[config.mk]
export PLATFORM = sky130hd
export DESIGN_NAME = matrix_fetch
export DESIGN_NICKNAME = d
export VERILOG_FILES = /design/src/rtl/matrix_fetch.sv
export SDC_FILE = /design/constraint.sdc
export NUM_CORES = 1
export LEC_CHECK = 0
export ABC_AREA = 1
export CAP_MARGIN = 40
export CORE_AREA = 2 2 332 334
export DETAILED_ROUTE_END_ITERATION = 12
export DIE_AREA = 0 0 334 336
export GPL_TIMING_DRIVEN = 0
export PLACE_DENSITY = 0.6
export SYNTH_ARGS = -nofsm -noshare
export SYNTH_HDL_FRONTEND = slang
export SYNTH_SLANG_ARGS = --single-unit
[constraint.sdc]
create_clock -name clk -period 1.4 [get_ports clk]
set_input_delay 0.21 -clock clk [delete_from_list [all_inputs] [get_ports clk]]
set_output_delay 0.21 -clock clk [all_outputs]
set_load 0.005 [all_outputs]
[src/rtl/matrix_fetch.sv]
// Read-side sequencer: walks word addresses 0..24 of a synchronous matrix memory and
// assembles the returned words into a registered row-major 5x5 matrix.
module matrix_fetch #(
  parameter int unsigned DATA_W = 32
) (
  input  logic              clk,
  input  logic              reset,
  input  logic              start,
  output logic [4:0]        address,
  output logic              rd_en,
  input  logic [DATA_W-1:0] data_in,
  output logic              busy,
  output logic              done,
  output logic [DATA_W-1:0] m11, m12, m13, m14, m15,
  output logic [DATA_W-1:0] m21, m22, m23, m24, m25,
  output logic [DATA_W-1:0] m31, m32, m33, m34, m35,
  output logic [DATA_W-1:0] m41, m42, m43, m44, m45,
  output logic [DATA_W-1:0] m51, m52, m53, m54, m55
);

  localparam logic [4:0] LastAddr = 5'd24;

  typedef enum logic [1:0] {StIdle, StFetch, StDrain, StDone} state_e;

  state_e            state_q, state_d;
  logic [4:0]        addr_q, addr_d;
  logic              rd_en_q, rd_en_d;
  logic              busy_q, busy_d;
  logic              done_q, done_d;
  logic              valid_q;
  logic [4:0]        cap_idx_q;
  logic [DATA_W-1:0] mat_q [25];

  always_comb begin
    state_d = state_q;
    addr_d  = addr_q;
    rd_en_d = 1'b0;
    busy_d  = 1'b0;
    done_d  = 1'b0;
    unique case (state_q)
      StIdle: begin
        if (start) begin
          state_d = StFetch;
          addr_d  = 5'd0;
          rd_en_d = 1'b1;
          busy_d  = 1'b1;
        end
      end
      StFetch: begin
        busy_d = 1'b1;
        if (addr_q == LastAddr) begin
          state_d = StDrain;
        end else begin
          addr_d  = addr_q + 5'd1;
          rd_en_d = 1'b1;
        end
      end
      StDrain: begin
        state_d = StDone;
        done_d  = 1'b1;
      end
      StDone: begin
        state_d = StIdle;
      end
      default: begin
        state_d = StIdle;
      end
    endcase
  end

  always_ff @(posedge clk or negedge reset) begin
    if (!reset) begin
      state_q <= StIdle;
      addr_q  <= 5'd0;
      rd_en_q <= 1'b0;
      busy_q  <= 1'b0;
      done_q  <= 1'b0;
    end else begin
      state_q <= state_d;
      addr_q  <= addr_d;
      rd_en_q <= rd_en_d;
      busy_q  <= busy_d;
      done_q  <= done_d;
    end
  end

  // Capture pipeline tracks the memory's one-cycle read latency.
  always_ff @(posedge clk or negedge reset) begin
    if (!reset) begin
      valid_q   <= 1'b0;
      cap_idx_q <= 5'd0;
      for (int i = 0; i < 25; i++) begin
        mat_q[i] <= '0;
      end
    end else begin
      valid_q   <= rd_en_q;
      cap_idx_q <= addr_q;
      if (valid_q) begin
        mat_q[cap_idx_q] <= data_in;
      end
    end
  end

  assign address = addr_q;
  assign rd_en   = rd_en_q;
  assign busy    = busy_q;
  assign done    = done_q;

  assign m11 = mat_q[0];
  assign m12 = mat_q[1];
  assign m13 = mat_q[2];
  assign m14 = mat_q[3];
  assign m15 = mat_q[4];
  assign m21 = mat_q[5];
  assign m22 = mat_q[6];
  assign m23 = mat_q[7];
  assign m24 = mat_q[8];
  assign m25 = mat_q[9];
  assign m31 = mat_q[10];
  assign m32 = mat_q[11];
  assign m33 = mat_q[12];
  assign m34 = mat_q[13];
  assign m35 = mat_q[14];
  assign m41 = mat_q[15];
  assign m42 = mat_q[16];
  assign m43 = mat_q[17];
  assign m44 = mat_q[18];
  assign m45 = mat_q[19];
  assign m51 = mat_q[20];
  assign m52 = mat_q[21];
  assign m53 = mat_q[22];
  assign m54 = mat_q[23];
  assign m55 = mat_q[24];

endmodule

==> impl_metrics.json <==
{
  "yosys.area_share.xor_xnor_pct": 0.03021,
  "place_ws_ps": -1310,
  "avgSynthCellArea_sq_um": 10.46,
  "vias": 25830,
  "startpoint": "cap_idx_q[0]",
  "grt_max_degree": 113,
  "drive_above_1_share_pct": 18.54,
  "max_freq_mhz": 594.5,
  "die_w_um": 334,
  "status": "finished with violations",
  "drc": 0,
  "finClkSkew_ps": 34.27,
  "die_h_um": 336,
  "final.setup.tns_ps": -233520,
  "fill_cells": 10640,
  "synth-compound-area-share_pct": 13.86,
  "min_period_ps": 1682,
  "synth_adder_area_share_pct": 0.2589,
  "critical_path_class": "reg2reg",
  "cp_max_fo": 5,
  "ant_nets": 0,
  "first_iter_violations": 2029,
  "yosysWarnings": 0,
  "clk_pin_slew_ps": 50,
  "num_rows": 121,
  "hold_viol_final": 205,
  "wl_per_cell_um": 25.74,
  "worst_hold_path_type": "in2async",
  "reg2reg_depth": 8,
  "clockBufferDepth": 3,
  "antenna_found_initial": 6,
  "portBuffers": 842,
  "dr.pass1.iters": 5,
  "rsz0062_at_grt": "yes",
  "finalNetCount": 3961,
  "finalWorstSetupSlack_ps": -282.1,
  "setup_violations": 1609,
  "yosys.area_share.simple_pct": 11.78,
  "r2r-end": "m55[10]",
  "tightest_slew_ps": 958.8,
  "viasPerCell": 4.779,
  "core_sq_um": 108400,
  "rrSetupSlack_ps": -280,
  "synthesis.nets": 2813,
  "synth_top_family_by_area": "compound AO/OA/AOI/OAI gates",
  "ios": 843,
  "cts_sinks": 816,
  "worstPathArrival_ps": 2200,
  "ys_ff_latch": 816,
  "grt_overflow_total": 0,
  "maxCapViolations": 0,
  "htreeDepth": 3,
  "ir_drop_mv": 1.033,
  "gp_congestion": 0.8453,
  "maxSlewHeadroom_pct": 36.08,
  "crit_path_start_kind": "flop",
  "crit_path_end_kind": "flop",
  "synth_mux_area_share_pct": 0,
  "hold_ws_ps": -549.4,
  "grtUsageTotal_pct": 23.29,
  "ys_seq_area_share_pct": 70.42,
  "critPathRequiredTime_ps": 1920,
  "p_leak_nw": 20.06,
  "grt_pass1_vias": 25120,
  "ff_latch_area_sq_um": 20440,
  "syn_to_final_growth_pct": 60.47,
  "mostFrequentLayoutCells": "dfrtp_1, dlygate4sd2_1, nand2_1",
  "start_util_pct": 26.75,
  "drt-total-wl_um": 139100,
  "drv_slew": 0,
  "die-area_sq_um": 112200,
  "cts_tree": "yes",
  "synth_area_sq_um": 29000,
  "ys_types": 19,
  "final_util_pct": 42.92,
  "postSynthCellCount": 2772,
  "final_common_cell": "dfrtp_1",
  "violations": "negative hold slack, negative setup slack",
  "cts_made_buffers": 92,
  "clock-root-buffer": "clkbuf_16",
  "p_per_area_nw_per_um2": 1480,
  "worstReg2RegStart": "cap_idx_q[0]",
  "fin_total_pwr_mw": 68.87,
  "hpwl_um": 95930,
  "clock_latency_ps": 680,
  "post-route-period-util_pct": 120.1,
  "grt_pass1_wl_um": 188200,
  "multi_input_comb_area_sq_um": 8501
}
==> metrics by stage <==
stage | area (sq um) | hold WS [ps] | cells
6_report | 46530 | -549.4 | 5404
5_1_grt | 46520 | -573.3 | 5402
4_1_cts | 44540 | -560.5 | 5336
3_5_place_dp | 39950 | 175.7 | 5055
3_3_place_gp | 39450 | 360.2 | 5028
2_1_floorplan | 29250 | -85.59 | 2772
==> where the power goes <==
group	switching, mW	internal, mW	total [mW]
Sequential	2.16	27.2	29.4
Clock	10.1	13.9	24.0
Combinational	8.48	7.02	15.5
==> critical path: stages (launching register included) <==
cell	delay [ps]
dfrtp_1	400
buf_4	150
nor3_4	230
buf_8	220
nand2_8	70
buf_12	170
clkbuf_16	180
nand2_1	50
o21ai_1	60
==> cell type report <==
type,count,area share (%)
tap,1414,3.802
buffer,214,4.878
antenna,5,0.02689
multi-input combinational,1691,18.27
inverter,55,0.5620
timing repair buffer,1050,22.13
sequential,816,43.92
clock inverter,19,0.5782
clock buffer,140,5.830
==> per-layer routing <==
metal	vias up	track usage, %	wire length [um]
met1	13090	27.95	53700
met2	1060	39.48	67940
li1	11440	-	-
met3	236	6.938	11690
met4	0	8.635	5786
met5	-	0	0
==> worst max-delay path by stage <==
stage / to / slack, ps / cells after the start
floorplan: m31[3] / -60 / 5
global placement: cap_idx_q[1] / -40990 / 1
detailed placement: m15[23] / -1310 / 5
CTS: m12[1] / -240 / 5
global route: m22[11] / -340 / 8
finish: m55[10] / -280 / 8
==> synthesized netlist by cell type (all sizes together) <==
master,instances,area [sq um]
nand4,2,12.51
nor3,5,57.55
inv,55,206.5
nand3,16,85.08
nor2,204,780.8
ha,6,75.07
xnor2,1,8.760
o21ai,611,3058
nand2,649,2479
clkbuf,179,671.9
buf,36,180.2
dfrtp,816,20420
a21oi,192,960.9
==> repair_timing <==
action / in CTS / in global routing
endpoints found under the hold margin: 205 / 205
resized for setup: 1377 / 363
pin swaps: 21 / 33
gates cloned: 17 / 29
buffers inserted: 105 / 35
endpoints found under the setup margin: 1869 / 1779
==> cells by family (layout without fill, tap and decap cells) <==
logic type                 Yosys count  count (layout)
AOI/OAI and AO/OA                  803             803
xor gates and xnor gates             1               1
adders and majority gates            6               6
buffers and inverters              270            1478
DFF                                816             816
other                                0               5
and+or+nand+nor                    876             881
(Power assumes the default switching activity.)
